$ cat src/rtl/m_lsu_bridge_if.sv
// rtl/m_lsu_bridge_if.sv - M-stage request/response and data-bus signal bundle
interface m_lsu_bridge_if #(
  parameter int DATA_W = 32,
  parameter int ADDR_W = 32
);
  logic                  req_valid;
  logic                  req_ready;
  logic                  req_we;
  logic [1:0]            req_size;
  logic                  req_unsigned;
  logic [ADDR_W-1:0]     req_addr;
  logic [DATA_W-1:0]     req_wdata;
  logic                  req_addr_ov;
  logic                  resp_valid;
  logic                  resp_ready;
  logic [DATA_W-1:0]     resp_rdata;
  logic [1:0]            resp_exc;
  logic                  bus_req;
  logic                  bus_we;
  logic [ADDR_W-1:0]     bus_addr;
  logic [DATA_W/8-1:0]   bus_be;
  logic [DATA_W-1:0]     bus_wdata;
  logic                  bus_ack;
  logic [DATA_W-1:0]     bus_rdata;

  // master is the bridge itself: it serves requests and masters the data bus
  modport master (
    input  req_valid, req_we, req_size, req_unsigned, req_addr, req_wdata, req_addr_ov,
    input  resp_ready, bus_ack, bus_rdata,
    output req_ready, resp_valid, resp_rdata, resp_exc,
    output bus_req, bus_we, bus_addr, bus_be, bus_wdata
  );

  modport slave (
    output req_valid, req_we, req_size, req_unsigned, req_addr, req_wdata, req_addr_ov,
    output resp_ready, bus_ack, bus_rdata,
    input  req_ready, resp_valid, resp_rdata, resp_exc,
    input  bus_req, bus_we, bus_addr, bus_be, bus_wdata
  );
endinterface

$ cat src/rtl/m_lsu_bridge.sv
// rtl/m_lsu_bridge.sv - single-outstanding load/store bridge between M stage and data bus
module m_lsu_bridge #(
  parameter int          DATA_W  = 32,
  parameter int          ADDR_W  = 32,
  parameter int          TIMEOUT = 15,
  parameter logic [31:0] DM_HI   = 32'h0000_2FFF,
  parameter logic [31:0] TMR0_LO = 32'h0000_7F00,
  parameter logic [31:0] TMR0_HI = 32'h0000_7F0B,
  parameter logic [31:0] TMR1_LO = 32'h0000_7F10,
  parameter logic [31:0] TMR1_HI = 32'h0000_7F1B,
  parameter logic [31:0] INT_LO  = 32'h0000_7F20,
  parameter logic [31:0] INT_HI  = 32'h0000_7F23
) (
  input  logic          clk,
  input  logic          reset_n,
  m_lsu_bridge_if.master lsu,
  output logic          busy
);
  localparam int NB = DATA_W / 8;
  localparam int LW = $clog2(NB);

  localparam logic [1:0] S_IDLE = 2'd0;
  localparam logic [1:0] S_BUS  = 2'd1;
  localparam logic [1:0] S_RESP = 2'd2;

  localparam logic [1:0] SZ_WORD  = 2'b00;
  localparam logic [1:0] SZ_BYTE  = 2'b01;
  localparam logic [1:0] SZ_HALF  = 2'b10;
  localparam logic [1:0] SZ_DWORD = 2'b11;

  localparam logic [ADDR_W-1:0] A_DM_HI   = ADDR_W'(DM_HI);
  localparam logic [ADDR_W-1:0] A_TMR0_LO = ADDR_W'(TMR0_LO);
  localparam logic [ADDR_W-1:0] A_TMR0_HI = ADDR_W'(TMR0_HI);
  localparam logic [ADDR_W-1:0] A_TMR1_LO = ADDR_W'(TMR1_LO);
  localparam logic [ADDR_W-1:0] A_TMR1_HI = ADDR_W'(TMR1_HI);
  localparam logic [ADDR_W-1:0] A_INT_LO  = ADDR_W'(INT_LO);
  localparam logic [ADDR_W-1:0] A_INT_HI  = ADDR_W'(INT_HI);
  localparam logic [7:0]        TO_LAST   = 8'(TIMEOUT - 1);

  logic [1:0]        state;
  logic [7:0]        cnt;
  logic [DATA_W-1:0] resp_rdata_q;
  logic [1:0]        resp_exc_q;
  logic              bus_we_q;
  logic [ADDR_W-1:0] bus_addr_q;
  logic [NB-1:0]     bus_be_q;
  logic [DATA_W-1:0] bus_wdata_q;
  logic [LW-1:0]     lat_lane;
  logic [1:0]        lat_size;
  logic              lat_uns;

  logic [ADDR_W-1:0] a;
  logic              misaligned, in_dm, in_t0, in_t1, in_int, tmr_err, exc_hit;
  logic [NB-1:0]     be_mask;
  logic [DATA_W-1:0] wdata_next;
  logic [DATA_W-1:0] sh;
  logic [DATA_W-1:0] ext;

  assign a = lsu.req_addr;

  always_comb begin
    misaligned = 1'b0;
    case (lsu.req_size)
      SZ_HALF:  misaligned = a[0];
      SZ_WORD:  misaligned = |a[1:0];
      SZ_DWORD: misaligned = (DATA_W != 64) || (|a[2:0]);
      default:  misaligned = 1'b0;
    endcase
  end

  assign in_dm   = (a <= A_DM_HI);
  assign in_t0   = (a >= A_TMR0_LO) && (a <= A_TMR0_HI);
  assign in_t1   = (a >= A_TMR1_LO) && (a <= A_TMR1_HI);
  assign in_int  = (a >= A_INT_LO) && (a <= A_INT_HI);
  assign tmr_err = (lsu.req_size != SZ_WORD) && (in_t0 || in_t1);
  assign exc_hit = misaligned || !(in_dm || in_t0 || in_t1 || in_int) || tmr_err || lsu.req_addr_ov;

  // loads drive the same lane mask as stores so the slave can gate its read port
  always_comb begin
    be_mask    = '0;
    wdata_next = lsu.req_wdata;
    case (lsu.req_size)
      SZ_BYTE: begin
        be_mask    = NB'(1);
        wdata_next = {NB{lsu.req_wdata[7:0]}};
      end
      SZ_HALF: begin
        be_mask    = NB'(3);
        wdata_next = {(NB/2){lsu.req_wdata[15:0]}};
      end
      SZ_WORD: begin
        be_mask    = NB'(15);
        wdata_next = {(NB/4){lsu.req_wdata[31:0]}};
      end
      default: begin
        be_mask    = '1;
        wdata_next = lsu.req_wdata;
      end
    endcase
  end

  assign sh = lsu.bus_rdata >> {lat_lane, 3'b000};

  always_comb begin
    ext = sh;
    case (lat_size)
      SZ_BYTE: ext = lat_uns ? DATA_W'(sh[7:0])  : DATA_W'($signed(sh[7:0]));
      SZ_HALF: ext = lat_uns ? DATA_W'(sh[15:0]) : DATA_W'($signed(sh[15:0]));
      SZ_WORD: ext = lat_uns ? DATA_W'(sh[31:0]) : DATA_W'($signed(sh[31:0]));
      default: ext = sh;
    endcase
  end

  always_ff @(posedge clk or negedge reset_n) begin
    if (!reset_n) begin
      state        <= S_IDLE;
      cnt          <= 8'd0;
      resp_rdata_q <= '0;
      resp_exc_q   <= 2'b00;
      bus_we_q     <= 1'b0;
      bus_addr_q   <= '0;
      bus_be_q     <= '0;
      bus_wdata_q  <= '0;
      lat_lane     <= '0;
      lat_size     <= 2'b00;
      lat_uns      <= 1'b0;
    end else begin
      case (state)
        S_IDLE: begin
          if (lsu.req_valid) begin
            if (exc_hit) begin
              state        <= S_RESP;
              resp_exc_q   <= lsu.req_we ? 2'b10 : 2'b01;
              resp_rdata_q <= '0;
            end else begin
              state       <= S_BUS;
              cnt         <= 8'd0;
              bus_we_q    <= lsu.req_we;
              bus_addr_q  <= {a[ADDR_W-1:LW], {LW{1'b0}}};
              bus_be_q    <= be_mask << a[LW-1:0];
              bus_wdata_q <= wdata_next;
              lat_lane    <= a[LW-1:0];
              lat_size    <= lsu.req_size;
              lat_uns     <= lsu.req_unsigned;
            end
          end
        end
        S_BUS: begin
          // an ack in the expiry cycle still completes normally
          if (lsu.bus_ack) begin
            state        <= S_RESP;
            resp_exc_q   <= 2'b00;
            resp_rdata_q <= bus_we_q ? '0 : ext;
          end else begin
            cnt <= cnt + 8'd1;
            if (cnt == TO_LAST) begin
              state        <= S_RESP;
              resp_exc_q   <= 2'b11;
              resp_rdata_q <= '0;
            end
          end
        end
        S_RESP: begin
          if (lsu.resp_ready) state <= S_IDLE;
        end
        default: state <= S_IDLE;
      endcase
    end
  end

  assign lsu.req_ready  = (state == S_IDLE);
  assign lsu.resp_valid = (state == S_RESP);
  assign lsu.resp_rdata = resp_rdata_q;
  assign lsu.resp_exc   = resp_exc_q;
  assign lsu.bus_req    = (state == S_BUS);
  assign lsu.bus_we     = bus_we_q;
  assign lsu.bus_addr   = bus_addr_q;
  assign lsu.bus_be     = bus_be_q;
  assign lsu.bus_wdata  = bus_wdata_q;
  assign busy           = (state != S_IDLE);
endmodule

$ cat src/flat_wrapper.sv
// flat-port wrapper written by rule: the top's interface ports become plain ports
module m_lsu_bridge_flat 
#(
  parameter int          DATA_W  = 32,
  parameter int          ADDR_W  = 32,
  parameter int          TIMEOUT = 15,
  parameter logic [31:0] DM_HI   = 32'h0000_2FFF,
  parameter logic [31:0] TMR0_LO = 32'h0000_7F00,
  parameter logic [31:0] TMR0_HI = 32'h0000_7F0B,
  parameter logic [31:0] TMR1_LO = 32'h0000_7F10,
  parameter logic [31:0] TMR1_HI = 32'h0000_7F1B,
  parameter logic [31:0] INT_LO  = 32'h0000_7F20,
  parameter logic [31:0] INT_HI  = 32'h0000_7F23
)
  (clk, reset_n, busy, lsu_req_valid, lsu_req_we, lsu_req_size, lsu_req_unsigned, lsu_req_addr, lsu_req_wdata, lsu_req_addr_ov, lsu_resp_ready, lsu_bus_ack, lsu_bus_rdata, lsu_req_ready, lsu_resp_valid, lsu_resp_rdata, lsu_resp_exc, lsu_bus_req, lsu_bus_we, lsu_bus_addr, lsu_bus_be, lsu_bus_wdata);
  m_lsu_bridge_if #(.DATA_W(DATA_W), .ADDR_W(ADDR_W)) lsu_i ();
  input  logic clk;
  input  logic reset_n;
  output logic busy;
  input wire logic [$bits(lsu_i.req_valid)-1:0] lsu_req_valid;
  input wire logic [$bits(lsu_i.req_we)-1:0] lsu_req_we;
  input wire logic [$bits(lsu_i.req_size)-1:0] lsu_req_size;
  input wire logic [$bits(lsu_i.req_unsigned)-1:0] lsu_req_unsigned;
  input wire logic [$bits(lsu_i.req_addr)-1:0] lsu_req_addr;
  input wire logic [$bits(lsu_i.req_wdata)-1:0] lsu_req_wdata;
  input wire logic [$bits(lsu_i.req_addr_ov)-1:0] lsu_req_addr_ov;
  input wire logic [$bits(lsu_i.resp_ready)-1:0] lsu_resp_ready;
  input wire logic [$bits(lsu_i.bus_ack)-1:0] lsu_bus_ack;
  input wire logic [$bits(lsu_i.bus_rdata)-1:0] lsu_bus_rdata;
  output wire logic [$bits(lsu_i.req_ready)-1:0] lsu_req_ready;
  output wire logic [$bits(lsu_i.resp_valid)-1:0] lsu_resp_valid;
  output wire logic [$bits(lsu_i.resp_rdata)-1:0] lsu_resp_rdata;
  output wire logic [$bits(lsu_i.resp_exc)-1:0] lsu_resp_exc;
  output wire logic [$bits(lsu_i.bus_req)-1:0] lsu_bus_req;
  output wire logic [$bits(lsu_i.bus_we)-1:0] lsu_bus_we;
  output wire logic [$bits(lsu_i.bus_addr)-1:0] lsu_bus_addr;
  output wire logic [$bits(lsu_i.bus_be)-1:0] lsu_bus_be;
  output wire logic [$bits(lsu_i.bus_wdata)-1:0] lsu_bus_wdata;
  assign lsu_i.req_valid = lsu_req_valid;
  assign lsu_i.req_we = lsu_req_we;
  assign lsu_i.req_size = lsu_req_size;
  assign lsu_i.req_unsigned = lsu_req_unsigned;
  assign lsu_i.req_addr = lsu_req_addr;
  assign lsu_i.req_wdata = lsu_req_wdata;
  assign lsu_i.req_addr_ov = lsu_req_addr_ov;
  assign lsu_i.resp_ready = lsu_resp_ready;
  assign lsu_i.bus_ack = lsu_bus_ack;
  assign lsu_i.bus_rdata = lsu_bus_rdata;
  assign lsu_req_ready = lsu_i.req_ready;
  assign lsu_resp_valid = lsu_i.resp_valid;
  assign lsu_resp_rdata = lsu_i.resp_rdata;
  assign lsu_resp_exc = lsu_i.resp_exc;
  assign lsu_bus_req = lsu_i.bus_req;
  assign lsu_bus_we = lsu_i.bus_we;
  assign lsu_bus_addr = lsu_i.bus_addr;
  assign lsu_bus_be = lsu_i.bus_be;
  assign lsu_bus_wdata = lsu_i.bus_wdata;
  m_lsu_bridge #(.DATA_W(DATA_W), .ADDR_W(ADDR_W), .TIMEOUT(TIMEOUT), .DM_HI(DM_HI), .TMR0_LO(TMR0_LO), .TMR0_HI(TMR0_HI), .TMR1_LO(TMR1_LO), .TMR1_HI(TMR1_HI), .INT_LO(INT_LO), .INT_HI(INT_HI)) u_core (.clk(clk), .reset_n(reset_n), .lsu(lsu_i), .busy(busy));
endmodule
$ cat config.mk
export PLATFORM = sky130hd
export DESIGN_NAME = m_lsu_bridge_flat
export DESIGN_NICKNAME = d
export VERILOG_FILES = /design/src/rtl/m_lsu_bridge_if.sv /design/src/rtl/m_lsu_bridge.sv /design/src/flat_wrapper.sv
export SDC_FILE = /design/constraint.sdc
export NUM_CORES = 1
export LEC_CHECK = 0
export BUFFER_PORTS_ARGS = -buffer_cell sky130_fd_sc_hd__buf_2
export CORE_MARGIN = 2
export CORE_UTILIZATION = 27
export CTS_BUF_LIST = sky130_fd_sc_hd__clkbuf_2
export DETAILED_ROUTE_END_ITERATION = 12
export GPL_TIMING_DRIVEN = 0
export MAX_ROUTING_LAYER = met4
export PLACE_DENSITY_LB_ADDON = 0.15
export SETUP_SLACK_MARGIN = 0.1
export SYNTH_ARGS = -nofsm -noshare
export SYNTH_HDL_FRONTEND = slang
export SYNTH_SLANG_ARGS = --single-unit
$ cat constraint.sdc
create_clock -name clk -period 2.6 [get_ports clk]
set_clock_uncertainty 0.1 [all_clocks]
set_input_delay 0.52 -clock clk [delete_from_list [all_inputs] [get_ports clk]]
set_output_delay 0.52 -clock clk [all_outputs]
set_load 0.02 [all_outputs]
==> impl_metrics.env <==
export IMPL_grtUsageTotal_pct=17.12
export IMPL_slowest_delay_ns=0.53
export IMPL_setup_viol=0
export IMPL_avgSynthCellArea_um2=10.31
export IMPL_cts_root_buffer="clkbuf_2"
export IMPL_drc_errors=0
export IMPL_cts_htree_levels=4
export IMPL_period_share_pct=94.19
export IMPL_worst_slew_pin_slew_ns=0.6777
export IMPL_drv_slew=0
export IMPL_die_h_um=149.4
export IMPL_detail_route_antenna_nets=0
export IMPL_tritoncts="built"
export IMPL_rsz0062_at_grt="no"
export IMPL_yosys_top_cells_area="dfrtp_1, o21ai_0, nand2_1"
export IMPL_grt_max_degree=78
export IMPL_synth_most_common_cell="dfrtp_1"
export IMPL_grt_overflow=0
export IMPL_hpwl_um=13570
export IMPL_syn_instance_count=554
export IMPL_status="finished clean"
export IMPL_crit_path_start_kind="input port"
export IMPL_fin_nets=958
export IMPL_worstSkewPairLatency_ns=0.68
export IMPL_routed_via_density=4.542
export IMPL_syn_cell_area_um2=5710
export IMPL_setup_tns_ns=0
export IMPL_p_leak_nw=4.317
export IMPL_endpoint_kind="register"
export IMPL_dieArea_um2=22330
export IMPL_hold_viol=0
export IMPL_first_global_vias=5246
export IMPL_clock_fmax_ghz=0.4083
export IMPL_gp_congestion=0.8435
export IMPL_relSlewSlack_pct=54.82
export IMPL_crit_slowest_cell="dlygate4sd3_1"
export IMPL_clock_sinks=116
export IMPL_period_needed_ns=2.449
export IMPL_syn2layout_area_growth_pct=42.84
export IMPL_cpLargestDelayFamily="simple AND/OR/NAND/NOR gates"
export IMPL_cts_buffer_depth=2
export IMPL_path_buf_inv=4
export IMPL_start_util_pct=27.34
export IMPL_cpMostUsedCell="nand4_4"
export IMPL_cap_violations=0
export IMPL_yosys_register_bits=116
export IMPL_drtIter0Drc=203
export IMPL_final_area_um2=8157
export IMPL_worst_slack_ns=0.1511
export IMPL_yosysTopAreaCell="dfrtp_1"
export IMPL_vias=5141
export IMPL_wire_per_inst_um=16.18
export IMPL_synth_edf_count=0
export IMPL_ff2ff_setup_slack_ns=0.35
export IMPL_ys_flop_type="dfrtp_1"
export IMPL_layout_drive_gt1_share_pct=37.27
export IMPL_synth_cell_types=45
export IMPL_routed_wl_um=18320
export IMPL_peakVddDrop_v=0.0002217
export IMPL_fin_hold_ws_ns=0.09249
export IMPL_core_um2=20890
export IMPL_nFillCells=2157
export IMPL_fp_dieW_um=149.4
export IMPL_path_class="input port to register"
export IMPL_worstPathCellList="dlygate4sd3_1 -> buf_2 -> nand4_1 -> nor4_2 -> or4b_4 -> nand4_4 -> nand4_4 -> buf_12 -> buf_6 -> mux2_4"
export IMPL_synthArstFlopShare_pct=100.0
export IMPL_grt_pass1_wl_um=28660
export IMPL_worstPathRequired_ns=3.06
export IMPL_synth_top_area_share_pct=50.83
export IMPL_dpl_worst_slack_ns=-0.4363
export IMPL_synthTopCellsByCount="dfrtp_1, nand2_1, o21ai_0"
export IMPL_antenna_found_initial=1
export IMPL_firstDrtPassIters=4
export IMPL_cp_arrival_ns=2.91
export IMPL_crit_path_max_fanout=10
export IMPL_io_buffer_count=210
export IMPL_path_clk_slew_ns=0.19
export IMPL_fp_row_count=53
export IMPL_place_area_um2=7206
export IMPL_io_pins=213
export IMPL_power_density_nw_per_um2=478.7
export IMPL_hold_class="input port to register"
export IMPL_ys_seq_area_share_pct=50.83
export IMPL_ys_warn_count=0
export IMPL_cts_buffers=17
area by class of cell:
cell class	instances	area, um^2	share of cell area, %
flip-flops and latches	116	2904	35.60
diodes	1	2.502	0.03068
repair buffers	270	1678	20.57
inverters	10	37.54	0.4602
well taps	275	344.1	4.218
plain buffers	39	264.0	3.237
multi-input cells	389	2626	32.20
clock inverters	13	205.2	2.516
clock buffers	19	95.09	1.166
stage by stage:
step / power [mW] / instances / utilization, %
detailed placement: 2.380 / 1041 / 34.50
finish: 3.905 / 1132 / 39.05
global route: 4.125 / 1132 / 39.05
floorplan: 2.129 / 555 / -
CTS: 3.955 / 1122 / 38.34
global placement: 2.374 / 1040 / 34.33
layout by cell type, fill, tap and decap left out, drive strengths merged, types with 5 or more instances in the layout:
master	instances
ha	9
mux2i	21
nand2	87
nor2	15
nand2b	8
dlygate4sd3	50
nor4	5
bufinv	5
nor2b	11
mux2	35
a21oi	22
o2bb2ai	9
dfrtp	116
o21ai	67
a22o	17
a22oi	16
inv	12
buf	236
clkinv	5
nand4	6
and2	18
a21o	9
clkbuf	42
registers in the layout (all words and copies together) (netlist names):
signal / count
u_core.cnt: 8
u_core.lat_lane: 2
u_core.lat_size: 2
u_core.lat_uns: 1
u_core.lsu.bus_addr: 30
u_core.lsu.bus_be: 4
u_core.lsu.bus_wdata: 32
u_core.lsu.bus_we: 1
u_core.lsu.resp_exc: 2
u_core.lsu.resp_rdata: 32
u_core.state: 2
routing by layer:
metal  share of wire, %  track usage [%]
met5                  0                -
met4                1.6            6.190
met3                5.1            3.537
met2                 46            26.44
met1                 47            22.28
power breakdown:
part	switching [mW]	total, mW	internal [mW]
clock	0.743	1.48	0.737
sequential	0.0165	1.85	1.83
combinational	0.317	0.574	0.258
path summary, 6_finish.rpt:
path,start,endpoint,cells after the start
max,lsu_req_addr[13],u_core.lat_uns,10
max in group asynchronous,reset_n,u_core.lsu.resp_rdata[7],3
min,lsu_req_wdata[21],u_core.lsu.bus_wdata[21],4
min in group asynchronous,reset_n,u_core.lsu.resp_rdata[1],2
min reg2reg,u_core.lsu.resp_rdata[9],u_core.lsu.resp_rdata[9],1
max reg2reg,u_core.cnt[0],u_core.lsu.resp_rdata[19],9
cells by family after synthesis:
| family | after synthesis | synth area share (%) |
|---|---|---|
| adder cells (fa/ha/maj) | 9 | 1.972 |
| AND/OR/NAND/NOR | 169 | 14.40 |
| other | 1 | 0.06567 |
| flip-flops | 116 | 50.83 |
| AO/OA/AOI/OAI | 153 | 16.98 |
| multiplexers | 56 | 11.50 |
| buffers and inverters | 50 | 4.251 |
timing repair:
item | in CTS | in global routing
hold endpoints to repair | 104 | 0
endpoints found under the setup margin | 21 | 79
resized for setup | 4 | 13
buffers inserted | 0 | 9
hold buffers | 50 | 0
pin swaps | 0 | 6
worst min-delay path, delay by kind of cell:
family	cells	cell delay, ns
AOI/OAI and AO/OA	2	0.16
buffers and inverters	1	0.07
and+or+nand+nor	1	0.11
Note: power is estimated with default switching activity, not from simulation.
